==> src/rtl/eth_mii_pkg.sv <==
// Shared constants and state encoding for the MII transmit framer.
// The optional FCS state exists only when ETH_TX_FCS_EN is defined.
package eth_mii_pkg;

  localparam logic [3:0]  PREAMBLE_NIBBLE = 4'h5;
  localparam logic [3:0]  SFD_NIBBLE      = 4'hD;
  localparam int unsigned PREAMBLE_LEN    = 15;

  localparam logic [31:0] CRC32_POLY = 32'hEDB88320;
  localparam logic [31:0] CRC32_INIT = 32'hFFFFFFFF;

  typedef enum logic [2:0] {
    ST_IDLE,
    ST_PREAMBLE,
    ST_SFD,
    ST_DATA_LO,
    ST_DATA_HI,
`ifdef ETH_TX_FCS_EN
    ST_FCS,
`endif
    ST_DROP,
    ST_IFG
  } tx_state_t;

endpackage

==> src/rtl/eth_mii_tx_framer_crc.sv <==
// Combinational CRC-32 (reflected, LSB-first) advance by one byte.
// Ports: crc_in current CRC, data byte, crc_out CRC after the byte.
module eth_crc32_byte
  import eth_mii_pkg::*;
(
  input  logic [31:0] crc_in,
  input  logic [7:0]  data,
  output logic [31:0] crc_out
);

  // Bit-serial LFSR unrolled over the eight data bits, LSB first.
  always_comb begin
    crc_out = crc_in;
    for (int i = 0; i < 8; i++) begin
      if (crc_out[0] ^ data[i]) crc_out = (crc_out >> 1) ^ CRC32_POLY;
      else                      crc_out = crc_out >> 1;
    end
  end

endmodule

==> src/rtl/eth_mii_tx_framer.sv <==
// MII transmit framer: preamble, SFD, payload nibbles (low nibble first),
// optional CRC-32 FCS, then inter-frame gap.
// Macro ETH_TX_FCS_EN: when defined, FCS is generated and appended.
// Ports:
//   eth_mac_clock, eth_mac_rstn  clock, async active-low reset
//   s_tdata/s_tvalid/s_tlast     byte stream in; s_tready accept (comb)
//   eth_mii_txd, eth_mii_tx_en   registered MII TX pins
//   tx_busy                      not IDLE
//   tx_underrun                  one-cycle pulse on mid-frame starvation
module eth_mii_tx_framer
  import eth_mii_pkg::*;
#(
  parameter int unsigned IFG_NIBBLES = 24
) (
  input  logic       eth_mac_clock,
  input  logic       eth_mac_rstn,
  input  logic [7:0] s_tdata,
  input  logic       s_tvalid,
  input  logic       s_tlast,
  output logic       s_tready,
  output logic [3:0] eth_mii_txd,
  output logic       eth_mii_tx_en,
  output logic       tx_busy,
  output logic       tx_underrun
);

  localparam int unsigned     IFG_W    = $clog2(IFG_NIBBLES + 1);
  localparam logic [IFG_W-1:0] IFG_LAST = IFG_W'(IFG_NIBBLES - 1);
  localparam logic [3:0]      PRE_LAST = 4'(PREAMBLE_LEN - 1);

  tx_state_t        state_q, state_d;
  logic [3:0]       cnt_q, cnt_d;
  logic [IFG_W-1:0] ifg_q, ifg_d;
  logic [3:0]       hi_q;
  logic             last_q;
  logic             load;
  logic [3:0]       txd_d;
  logic             tx_en_d;
  logic             underrun_d;

`ifdef ETH_TX_FCS_EN
  logic [31:0] crc_q, crc_next, fcs;

  eth_crc32_byte u_crc (
    .crc_in  (crc_q),
    .data    (s_tdata),
    .crc_out (crc_next)
  );

  assign fcs = ~crc_q;

  // CRC restarts between frames; IFG included since IFG may chain straight into a preamble.
  always_ff @(posedge eth_mac_clock or negedge eth_mac_rstn) begin
    if (!eth_mac_rstn) begin
      crc_q <= CRC32_INIT;
    end else if (state_q == ST_IDLE || state_q == ST_IFG) begin
      crc_q <= CRC32_INIT;
    end else if (load) begin
      crc_q <= crc_next;
    end
  end
`endif

  assign tx_busy = (state_q != ST_IDLE);

  // State, counters, held byte and registered pins.
  always_ff @(posedge eth_mac_clock or negedge eth_mac_rstn) begin
    if (!eth_mac_rstn) begin
      state_q       <= ST_IDLE;
      cnt_q         <= '0;
      ifg_q         <= '0;
      hi_q          <= '0;
      last_q        <= 1'b0;
      eth_mii_txd   <= '0;
      eth_mii_tx_en <= 1'b0;
      tx_underrun   <= 1'b0;
    end else begin
      state_q       <= state_d;
      cnt_q         <= cnt_d;
      ifg_q         <= ifg_d;
      eth_mii_txd   <= txd_d;
      eth_mii_tx_en <= tx_en_d;
      tx_underrun   <= underrun_d;
      if (load) begin
        hi_q   <= s_tdata[7:4];
        last_q <= s_tlast;
      end
    end
  end

  // Next state; pin values are computed for the state being entered.
  always_comb begin
    state_d    = state_q;
    cnt_d      = cnt_q;
    ifg_d      = ifg_q;
    load       = 1'b0;
    s_tready   = 1'b0;
    txd_d      = '0;
    tx_en_d    = 1'b0;
    underrun_d = 1'b0;

    case (state_q)
      ST_IDLE: begin
        if (s_tvalid) begin
          state_d = ST_PREAMBLE;
          cnt_d   = '0;
          txd_d   = PREAMBLE_NIBBLE;
          tx_en_d = 1'b1;
        end
      end
      ST_PREAMBLE: begin
        tx_en_d = 1'b1;
        if (cnt_q == PRE_LAST) begin
          state_d = ST_SFD;
          txd_d   = SFD_NIBBLE;
        end else begin
          cnt_d = cnt_q + 4'd1;
          txd_d = PREAMBLE_NIBBLE;
        end
      end
      ST_SFD: begin
        s_tready = 1'b1;
        if (s_tvalid) begin
          load    = 1'b1;
          state_d = ST_DATA_LO;
          txd_d   = s_tdata[3:0];
          tx_en_d = 1'b1;
        end else begin
          underrun_d = 1'b1;
          state_d    = ST_DROP;
        end
      end
      ST_DATA_LO: begin
        state_d = ST_DATA_HI;
        txd_d   = hi_q;
        tx_en_d = 1'b1;
      end
      ST_DATA_HI: begin
        if (last_q) begin
`ifdef ETH_TX_FCS_EN
          state_d = ST_FCS;
          cnt_d   = '0;
          txd_d   = fcs[3:0];
          tx_en_d = 1'b1;
`else
          state_d = ST_IFG;
          ifg_d   = '0;
`endif
        end else begin
          s_tready = 1'b1;
          if (s_tvalid) begin
            load    = 1'b1;
            state_d = ST_DATA_LO;
            txd_d   = s_tdata[3:0];
            tx_en_d = 1'b1;
          end else begin
            underrun_d = 1'b1;
            state_d    = ST_DROP;
          end
        end
      end
`ifdef ETH_TX_FCS_EN
      ST_FCS: begin
        if (cnt_q == 4'd7) begin
          state_d = ST_IFG;
          ifg_d   = '0;
        end else begin
          cnt_d   = cnt_q + 4'd1;
          txd_d   = fcs[{cnt_d[2:0], 2'b00} +: 4];
          tx_en_d = 1'b1;
        end
      end
`endif
      ST_DROP: begin
        s_tready = 1'b1;
        if (s_tvalid && s_tlast) begin
          state_d = ST_IFG;
          ifg_d   = '0;
        end
      end
      ST_IFG: begin
        // A pending frame chains directly into its preamble so the gap is exactly IFG_NIBBLES.
        if (ifg_q == IFG_LAST) begin
          if (s_tvalid) begin
            state_d = ST_PREAMBLE;
            cnt_d   = '0;
            txd_d   = PREAMBLE_NIBBLE;
            tx_en_d = 1'b1;
          end else begin
            state_d = ST_IDLE;
          end
        end else begin
          ifg_d = ifg_q + IFG_W'(1);
        end
      end
      default: state_d = ST_IDLE;
    endcase
  end

endmodule

==> config.mk <==
export PLATFORM = sky130hd
export DESIGN_NAME = eth_mii_tx_framer
export DESIGN_NICKNAME = d
export VERILOG_FILES = /design/src/rtl/eth_mii_pkg.sv /design/src/rtl/eth_mii_tx_framer_crc.sv /design/src/rtl/eth_mii_tx_framer.sv
export SDC_FILE = /design/constraint.sdc
export NUM_CORES = 1
export LEC_CHECK = 0
export CAP_MARGIN = 20
export CORE_MARGIN = 5
export CORE_UTILIZATION = 50
export CTS_BUF_LIST = sky130_fd_sc_hd__clkbuf_8 sky130_fd_sc_hd__clkbuf_16
export DETAILED_ROUTE_END_ITERATION = 8
export GPL_ROUTABILITY_DRIVEN = 0
export PLACE_DENSITY = 0.75
export SKIP_CTS_REPAIR_TIMING = 1
export SYNTH_ARGS = -nofsm -noshare
export SYNTH_HDL_FRONTEND = slang
export SYNTH_SLANG_ARGS = --single-unit
export TNS_END_PERCENT = 20
==> constraint.sdc <==
create_clock -name eth_mac_clock -period 2.3 [get_ports eth_mac_clock]
set_input_delay 0.23 -clock eth_mac_clock [delete_from_list [all_inputs] [get_ports eth_mac_clock]]
set_output_delay 0.23 -clock eth_mac_clock [all_outputs]
set_load 0.05 [all_outputs]
==> flow_metrics.tcl <==
set metrics [dict create \
    period_minus_slack_ns 2.082 \
    die_h_um 59.50 \
    tns_ns 0 \
    syn_inst 120 \
    grt_pass1_vias 951 \
    pwr_density_cell_nw_per_um2 1392 \
    setup_viol 0 \
    hold_viol 0 \
    cts_sinks 23 \
    grt_usage_pct 16.23 \
    ios 20 \
    numCtsBuffers 3 \
    clk_pin_slew_ns 0.08 \
    ys_async_sr_fraction_pct 100.0 \
    drc 0 \
    root_buffer "clkbuf_8" \
    worst_pin_slew_ns 0.5020 \
    htree_levels 1 \
    fmax_ghz 0.4804 \
    power.switching_uw 927.0 \
    firstDrtPassIters 4 \
    status "finished clean" \
    core_area_um2 2410 \
    fin_nets 156 \
    ir_drop_mv 1.006 \
    grt-ovfl-total 0 \
    relSlewSlack_pct 66.43 \
    start_kind "flip-flop" \
    maxCapViolCount 0 \
    p_seq_share_pct 34.5 \
    placed_cells 166 \
    cts_tree "done" \
    crit_path_cell_trace "or3_1 -> clkdlybuf4s50_1" \
    vias 972 \
    portBuffers 19 \
    power_leakage_uw 0.0006482 \
    ys_ff_latch 23 \
    start_util_pct 50.83 \
    sw_frac_of_total_pct 44.11 \
    clk_latency_ns 0.26 \
    die_w_um 59.50 \
    vias_per_cell 5.718 \
    grt_first_pass_wirelength_um 4450 \
    slowest_stage "clkdlybuf4s50_1" \
    hpwlAfterDp_um 1835 \
    required_ns 2.07 \
    cp_top_family "buffers and inverters" \
    yosys_warnings 0 \
    rsz0062_at_grt "no" \
    grt_max_degree 24 \
    clockBufferDepth 2 \
    synthFlopType "dfrtp_1" \
    hp-class "input port to asynchronous set/reset pin" \
    std_cell_rows 18 \
    synth_fp_nets 135 \
    grt_antenna_before_repair 0 \
    die_area_um2 3540 \
    drv_slew 0 \
    synth_cell_types 41 \
    worst-path-max-fanout 13 \
    p_int_uw 1175 \
    syn-cell-area_um2 1225 \
    layout-drive-gt1-share_pct 11.43 \
    endpoint_kind "output port" \
    ant_nets 0 \
    path_class "flip-flop to output port" \
    pwr-share-comb_pct 54.0 \
    wl_per_cell_um 14.61 \
    synth_edf_count 0 \
    utilization_pct 62.67 \
    clock_skew_ns 0.005712 \
    yosysSeqAreaShare_pct 46.99 \
    wl_um 2483 \
    antenna_cells 0 \
    fin_cells 170 \
    cp_num_buf_inv 1 \
    drtIter0Drc 28 \
    slowest_delay_ns 0.71 \
    arrival_ns 1.85 \
    syn-mean-instance-area_um2 10.21 \
    period_share_pct 90.51 \
    area_growth_pct 23.29 \
    p_clk_share_pct 11.5 \
]
==> synthesized netlist by cell type (2+ instances only) <==
cell,instances,share of area [%]
a22o_1,3,2.1
nor2_1,8,2.5
clkbuf_1,5,1.5
nor2b_1,4,2.0
nand3_1,6,2.5
nor3b_1,2,1.2
mux2_2,5,4.6
buf_2,2,0.82
nand2_1,10,3.1
nand2b_1,4,2.0
xor2_1,2,1.4
ha_1,3,3.1
dfrtp_1,23,47
a21oi_1,4,1.6
a21o_1,2,1.2
o21ai_0,6,2.5
a32oi_1,2,1.4
a211oi_1,2,1.2
o2bb2ai_1,4,2.9
nand4_1,2,1.0
==> cells by family after synthesis <==
kind of cell             after synthesis  share of synthesized area (%)
AND/OR/NAND/NOR                       42                          18.08
multiplexers                           5                          4.596
AO/OA/AOI/OAI                         36                          22.47
buffers and inverters                  8                          2.656
XOR/XNOR                               3                          2.145
adder cells (fa/ha/maj)                3                          3.065
flip-flops                            23                          46.99
==> metal layers <==
layer / GRT usage, % / share of wire [%] / up-vias
met3: 2.614 / 3.4 / 2
met4: 5.063 / 0.52 / 0
met2: 24.18 / 47 / 21
met5: 0 / 0 / -
li1: - / - / 483
met1: 24.07 / 49 / 466
==> worst register-to-register path, delay by kind of cell (launching register included) <==
family / cells / cell delay [ns]
compound gates: 1 / 0.30
simple gates: 1 / 0.49
flops: 1 / 0.52
mux: 1 / 0.37
==> final cells by class <==
cell class	instances	area (um^2)
Inverter	1	3.754
Tap cell	30	37.54
Timing Repair Buffer	23	230.2
Fill cell	197	899.6
Clock inverter	1	5.005
Sequential cell	23	575.6
Multi-Input combinational cell	89	616.8
Clock buffer	3	41.29
==> power groups by stage <==
stage | Combinational, uW | Clock [uW] | Sequential, uW
finish | 1140 | 242 | 724
global route | 1230 | 268 | 758
CTS | 1140 | 255 | 722
detailed placement | 1140 | 0 | 731
global placement | 1110 | 0 | 721
floorplan | 691 | 0 | 822
==> sequential cells by signal, summed over array words and instances (netlist names) <==
| signal | cells |
|---|---|
| eth_mii_tx_en | 1 |
| state_q | 3 |
| tx_underrun | 1 |
| cnt_q | 4 |
| eth_mii_txd | 4 |
| hi_q | 4 |
| last_q | 1 |
| ifg_q | 5 |
==> stage by stage <==
| step | setup slack, ns | total power, uW | instance area (um^2) | hold WS [ns] |
|---|---|---|---|---|
| 2_1_floorplan | 0.5518 | 1513 | 1225 | -0.06559 |
| 3_3_place_gp | 0.4965 | 1831 | 1464 | 0.4917 |
| 3_5_place_dp | 0.4187 | 1866 | 1464 | 0.5005 |
| 4_1_cts | 0.2077 | 2119 | 1510 | 0.3253 |
| 5_1_grt | 0.1408 | 2259 | 1510 | 0.3416 |
| 6_report | 0.2182 | 2102 | 1510 | 0.3162 |
==> placed cells by master (no fill, tap or decap), types with 2 or more instances in the layout <==
cell | Yosys | final
a21o_1 | 2 | 2
nor2_1 | 8 | 8
ha_1 | 3 | 3
nand2b_1 | 4 | 4
dfrtp_1 | 23 | 23
a21oi_1 | 4 | 4
nand2_1 | 10 | 10
clkbuf_8 | 0 | 3
buf_4 | 0 | 4
nor2b_1 | 4 | 4
nand3_1 | 6 | 6
xor2_1 | 2 | 2
mux2_2 | 5 | 5
o21ai_0 | 6 | 6
nor3b_1 | 2 | 2
clkdlybuf4s50_1 | 0 | 18
a32oi_1 | 2 | 2
nand4_1 | 2 | 2
a211oi_1 | 2 | 2
a22o_1 | 3 | 3
o2bb2ai_1 | 4 | 4
==> final timing paths <==
kind,cells past startpoint,start,slack (ns),to
worst max-delay path,2,state_q[1],0.22,tx_busy
worst min-delay path,2,eth_mac_rstn,0.32,eth_mii_txd[0]
worst max register to register,3,state_q[1],0.52,hi_q[1]
worst min register to register,1,hi_q[1],0.52,hi_q[1]
max in group asynchronous,2,eth_mac_rstn,1.75,last_q
min in group eth_mac_clock,1,hi_q[1],0.52,hi_q[1]
Power figures use the tool's default switching activity.
